--- src/rtl/flexbex_dmem_ctrl.sv ---
// flexbex_dmem_ctrl: two-master (ibex core / eFPGA) banked SRAM controller.
// Optional macro FLEXBEX_DMEM_RANGE_ERR_EN: out-of-range addresses return err.
module flexbex_dmem_ctrl #(
  parameter int NUM_BANKS = 4,
  parameter int BANK_AW   = 8
) (
  input  logic                    clk,
  input  logic                    resetn,
  input  logic                    core_req_i,
  input  logic                    core_we_i,
  input  logic [3:0]              core_be_i,
  input  logic [31:0]             core_addr_i,
  input  logic [31:0]             core_wdata_i,
  output logic                    core_gnt_o,
  output logic                    core_rvalid_o,
  output logic                    core_err_o,
  output logic [31:0]             core_rdata_o,
  input  logic                    fab_req_i,
  input  logic                    fab_we_i,
  input  logic [3:0]              fab_be_i,
  input  logic [31:0]             fab_addr_i,
  input  logic [31:0]             fab_wdata_i,
  output logic                    fab_gnt_o,
  output logic                    fab_rvalid_o,
  output logic                    fab_err_o,
  output logic [31:0]             fab_rdata_o,
  output logic [NUM_BANKS-1:0]    sram_csb_o,
  output logic                    sram_web_o,
  output logic [3:0]              sram_wmask_o,
  output logic [BANK_AW-1:0]      sram_addr_o,
  output logic [31:0]             sram_din_o,
  input  logic [NUM_BANKS*32-1:0] sram_dout_i
);

  localparam int LB  = $clog2(NUM_BANKS);
  localparam int BW  = (LB > 0) ? LB : 1;
  localparam int TOP = BANK_AW + LB + 2;

  localparam logic [1:0] OWN_NONE = 2'd0;
  localparam logic [1:0] OWN_CORE = 2'd1;
  localparam logic [1:0] OWN_FAB  = 2'd2;

  logic          r_ptr;
  logic [1:0]    r_owner;
  logic [1:0]    w_owner_nxt;
  logic [BW-1:0] r_bank;
  logic [BW-1:0] w_bank;
  logic          r_err;
  logic          w_err;
  logic          r_rd;
  logic          w_gnt_core;
  logic          w_gnt_fab;
  logic          w_gnt;
  logic          w_we;
  logic [3:0]    w_be;
  logic [31:0]   w_addr;
  logic [31:0]   w_wdata;
  logic [31:0]   w_bsh;
  logic [31:0]   w_slice;
  logic [31:0]   w_rdata;
  logic          w_unused;

  // Round-robin grant (r_ptr=1 favours fab) and granted-request mux
  always_comb begin
    w_gnt_core = resetn & core_req_i & (~fab_req_i | ~r_ptr);
    w_gnt_fab  = resetn & fab_req_i & (~core_req_i | r_ptr);
    w_gnt      = w_gnt_core | w_gnt_fab;
    w_we       = w_gnt_fab ? fab_we_i    : core_we_i;
    w_be       = w_gnt_fab ? fab_be_i    : core_be_i;
    w_addr     = w_gnt_fab ? fab_addr_i  : core_addr_i;
    w_wdata    = w_gnt_fab ? fab_wdata_i : core_wdata_i;
  end

  assign core_gnt_o = w_gnt_core;
  assign fab_gnt_o  = w_gnt_fab;

  assign w_bsh  = w_addr >> (BANK_AW + 2);
  assign w_bank = w_bsh[BW-1:0] & BW'(NUM_BANKS - 1);

`ifdef FLEXBEX_DMEM_RANGE_ERR_EN
  assign w_err = |(w_addr >> TOP);
`else
  assign w_err = 1'b0;
`endif

  assign w_unused = ^{w_addr[1:0], w_bsh, r_err};

  // Pointer moves only when both masters competed for this grant
  always_ff @(posedge clk or negedge resetn) begin
    if (!resetn) begin
      r_ptr <= 1'b0;
    end else if (core_req_i & fab_req_i & w_gnt) begin
      r_ptr <= w_gnt_core;
    end
  end

  // Response owner state register plus captured bank/error/read flags
  always_ff @(posedge clk or negedge resetn) begin
    if (!resetn) begin
      r_owner <= OWN_NONE;
      r_bank  <= '0;
      r_err   <= 1'b0;
      r_rd    <= 1'b0;
    end else begin
      r_owner <= w_owner_nxt;
      r_bank  <= w_bank;
      r_err   <= w_gnt & w_err;
      r_rd    <= w_gnt & ~w_we & ~w_err;
    end
  end

  // Next owner: whoever is granted this cycle gets next cycle's response
  always_comb begin
    w_owner_nxt = OWN_NONE;
    unique case (1'b1)
      w_gnt_core: w_owner_nxt = OWN_CORE;
      w_gnt_fab:  w_owner_nxt = OWN_FAB;
      default:    w_owner_nxt = OWN_NONE;
    endcase
  end

  // SRAM strobes for the granted access; idle keeps all banks deselected
  always_comb begin
    for (int i = 0; i < NUM_BANKS; i++) begin
      sram_csb_o[i] = ~(w_gnt & ~w_err & (w_bank == BW'(i)));
    end
    sram_web_o   = ~(w_gnt & w_we);
    sram_wmask_o = w_gnt ? w_be : 4'h0;
    sram_addr_o  = w_addr[BANK_AW+1:2];
    sram_din_o   = w_wdata;
  end

  // Response outputs steered to the owner only
  always_comb begin
    w_slice       = sram_dout_i[32*r_bank +: 32];
    w_rdata       = r_rd ? w_slice : 32'h0;
    core_rvalid_o = (r_owner == OWN_CORE);
    fab_rvalid_o  = (r_owner == OWN_FAB);
    core_rdata_o  = core_rvalid_o ? w_rdata : 32'h0;
    fab_rdata_o   = fab_rvalid_o  ? w_rdata : 32'h0;
`ifdef FLEXBEX_DMEM_RANGE_ERR_EN
    core_err_o    = core_rvalid_o & r_err;
    fab_err_o     = fab_rvalid_o  & r_err;
`else
    core_err_o    = 1'b0;
    fab_err_o     = 1'b0;
`endif
  end

endmodule

--- config.mk ---
export PLATFORM = sky130hd
export DESIGN_NAME = flexbex_dmem_ctrl
export DESIGN_NICKNAME = d
export VERILOG_FILES = /design/src/rtl/flexbex_dmem_ctrl.sv
export SDC_FILE = /design/constraint.sdc
export NUM_CORES = 1
export LEC_CHECK = 0
export CAP_MARGIN = 20
export CORE_AREA = 2 2 150 152
export DETAILED_ROUTE_END_ITERATION = 16
export DIE_AREA = 0 0 152 154
export GPL_TIMING_DRIVEN = 0
export PLACE_DENSITY_LB_ADDON = 0.08
export SLEW_MARGIN = 20
export SYNTH_ARGS = -nofsm -noshare
export SYNTH_HDL_FRONTEND = slang
export SYNTH_SLANG_ARGS = --single-unit
export TNS_END_PERCENT = 20
--- constraint.sdc ---
create_clock -name clk -period 2.2 [get_ports clk]
set_input_delay 0.44 -clock clk [delete_from_list [all_inputs] [get_ports clk]]
set_output_delay 0.44 -clock clk [all_outputs]
set_load 0.05 [all_outputs]
==> results <==
-- cells by family after synthesis --
| group | Yosys count | synth area share |
|---|---|---|
| flip-flops | 6 | 0.0622 |
| AND/OR/NAND/NOR | 83 | 0.218 |
| AO/OA/AOI/OAI | 21 | 0.0519 |
| XOR/XNOR | 1 | 0.00363 |
| multiplexers | 74 | 0.554 |
| buffers and inverters | 42 | 0.109 |
| other | 1 | 0.00155 |
-- layout make-up --
cell class                 instances  area [sq um]  area share
multi-input combinational        182          2100       0.334
buffer                            33           285      0.0454
sequential                         6           150      0.0239
clock buffer                       3          75.1      0.0119
inverter                           4          15.0     0.00239
timing repair buffer             353          3310       0.527
tap                              280           350      0.0558
-- cell usage in the layout (no fill, tap or decap), types with 2 or more instances in the layout --
master / instances
o21ai_0: 8
and3_1: 51
clkdlybuf4s50_1: 222
buf_4: 18
nand2_1: 2
mux2_2: 4
dfrtp_1: 6
inv_1: 4
clkbuf_2: 13
a311oi_1: 4
nor4b_1: 2
clkdlybuf4s15_2: 13
mux2_4: 38
conb_1: 2
mux4_2: 32
o21ai_1: 2
buf_12: 8
buf_8: 6
buf_6: 32
clkbuf_16: 3
a21oi_1: 5
and3_4: 14
clkbuf_1: 4
buf_16: 2
nor2b_2: 2
nand4_1: 5
buf_2: 67
-- stage by stage --
step	power (mW)	area (sq um)	TNS [ps]	setup WS [ps]
finish	2.39	6280	-1510	-59.9
global route	2.52	6280	-6810	-133
CTS	2.42	6450	-20720	-346
detailed placement	2.01	6190	-90500	-1220
global placement	2.00	6190	-88590	-1200
floorplan	1.21	2420	-548	-187
-- what timing repair did --
| action | in CTS | in global routing |
|---|---|---|
| setup endpoints to repair | 117 | 113 |
| gates cloned | 3 | 0 |
| resized for setup | 386 | 278 |
| setup buffers | 8 | 1 |
-- worst max-delay path: stages (launching register included) --
cell     delay [ps]
dfrtp_1         330
buf_6           160
buf_12          160
mux4_2          510
and3_1          220
buf_2           210
-- cells in the mapped netlist, drive strengths merged --
| cell | number |
|---|---|
| mux4 | 32 |
| buf | 22 |
| nand2 | 3 |
| a21oi | 5 |
| o21ai | 10 |
| nor4b | 2 |
| mux2 | 42 |
| a311oi | 4 |
| nor3 | 1 |
| dfrtp | 6 |
| clkbuf | 16 |
| nand2b | 1 |
| nor4 | 1 |
| a21o | 1 |
| inv | 4 |
| o21a | 1 |
| and3 | 65 |
| nand4 | 5 |
| conb | 1 |
| nand3 | 2 |
| xnor2 | 1 |
| nor2b | 3 |
-- power by group through the flow --
stage               combinational, mW  sequential [mW]  clock (mW)
global route                     2.06            0.152       0.301
detailed placement               1.85            0.152           0
finish                           1.95            0.149       0.289
CTS                              1.97            0.149       0.294
global placement                 1.85            0.150           0
floorplan                        1.06            0.144           0
-- sequential cells by signal, indices dropped and copies added, names as in the netlist --
name,cells
r_bank,2
r_owner,2
r_ptr,1
r_rd,1
-- worst max path at each step --
stage,slack (ps),depth (start not counted),to,from
finish,-60,5,core_rdata_o[11],r_bank[0]
CTS,-350,4,core_rdata_o[10],r_owner[0]
global route,-130,7,sram_addr_o[3],r_ptr
global placement,-1200,6,sram_addr_o[4],resetn
detailed placement,-1220,6,sram_addr_o[4],resetn
floorplan,-190,4,sram_csb_o[1],core_req_i
-- per-layer routing --
| metal | GRT usage | wire, microns |
|---|---|---|
| met5 | 0 | 0 |
| met4 | 0.0156 | 128 |
| met3 | 0.0417 | 1560 |
| met2 | 0.257 | 8580 |
| met1 | 0.125 | 5460 |
==> results by group <==
Timing
  – Clk_skew: 1.31 ps
  – Setup violators final: 56
  – Max Clk Rate: 443 MHz
  – Final period util: 1.03
  – RSZ-0062 raised after global routing: yes
  – Endpoints failing hold: 0
  – Tmin final: 2260 ps
  – Fin. max-slew vios: 0
  – Least-Margin Pin Slew: 512 ps
  – Rel. slew slack: 0.660
  – Final WS setup: -59.9 ps
  – Hold_ws: 61.9 ps

GRT
  – Largest net degree at the start of global routing: 14
  – Number of global-route vias before repair: 3926
  – Global-route wire length before repair: 23200 microns
  – Initial antenna violation count: 0
  – Gr ovfl total: 0
  – Global Route Usage Sum: 0.126

Floorplanning
  – Die Y: 154 microns
  – Die X: 152 microns
  – Initial Util: 0.111
  – Site row count: 54
  – Die area: 23400 sq um
  – I/O pins: 389
  – CORE AREA: 21700 sq um

Critical path
  – Setup CP Type: reg2out
  – R2r startpoint: r_ptr
  – Worst reg2reg path depth: 6
  – Peak fanout along the critical path: 10
  – Critical path arrival: 1820 ps
  – CP endpoint kind: primary output
  – Worst EP required: 1760 ps
  – R2R Setup Slk: 620 ps
  – CP startpoint kind: register
  – Reg-to-reg endpoint: r_bank[0]

Yosys
  – Netlist cell types: 26
  – Yosys warnings: 0
  – Main area contributors after synthesis: mux4_2 (30%), mux2_4 (24%), and3_1 (17%)
  – Synth Cell Area: 2410 sq um
  – Avg Cell Area, Syn: 10.6 sq um
  – Top cell type by total area after synthesis: mux4_2
  – Syn Inst Count: 228
  – Share of the synthesized area in the top cell type: 0.299
  – Seq cells post-synth: 6
  – Seq/Total Area, Yosys: 0.0622

CTS
  – Root buffer cell: clkbuf_16
  – H-Tree Depth: 1
  – CTS tree: built
  – Num CTS Buffers: 3
  – Worst skew pair latency: 230 ps
  – Hold_buf cts: 0
  – # clock sinks: 6
  – CTS Buffer Depth: 2
  – Clock edge transition at the registers on the reported setup and hold paths: 30 ps

Power
  – Share of power burned in registers: 0.063
  – Pwr per Cell Area: 380 nW/um^2
  – Peak supply drop: 182 uV
  – Net Sw Frac: 0.429
  – NetSw: 1.02 mW
  – Leakage: 2.91 nW
  – Pint: 1.36 mW
  – Clock network power share: 0.121
  – Comb power frac: 0.816

Final layout
  – Layout cells sized above 1: 0.441
  – N_diodes: 0
  – Post-Layout Cell Count: 861
  – Area delta synth->final: 160%
  – Fill count: 2323
  – Final #Nets: 853
  – Final core occ: 0.290

Placed design
  – DP HPWL: 13200 microns
  – Gp weighted congestion: 0.796
  – Placed insts: 851
  – IO Port Bufs: 342

Worst hold path
  – Worst min path class: in2async

Route
  – Initial drt markers: 125
  – Via count: 3515
  – DR vias/cell: 4.08
  – Wire per inst: 18.3 microns
  – DRT antenna net count: 0
  – Total Wirelength: 15700 microns
  – Pre-Repair DR Iteration Count: 4
  – DRC viols: 0

Outcome
  – Failing checks: setup timing
  – Outcome: finished with violations

Flow run
  – Max-Cap Viols: 0
Power figures use the tool's default switching activity.
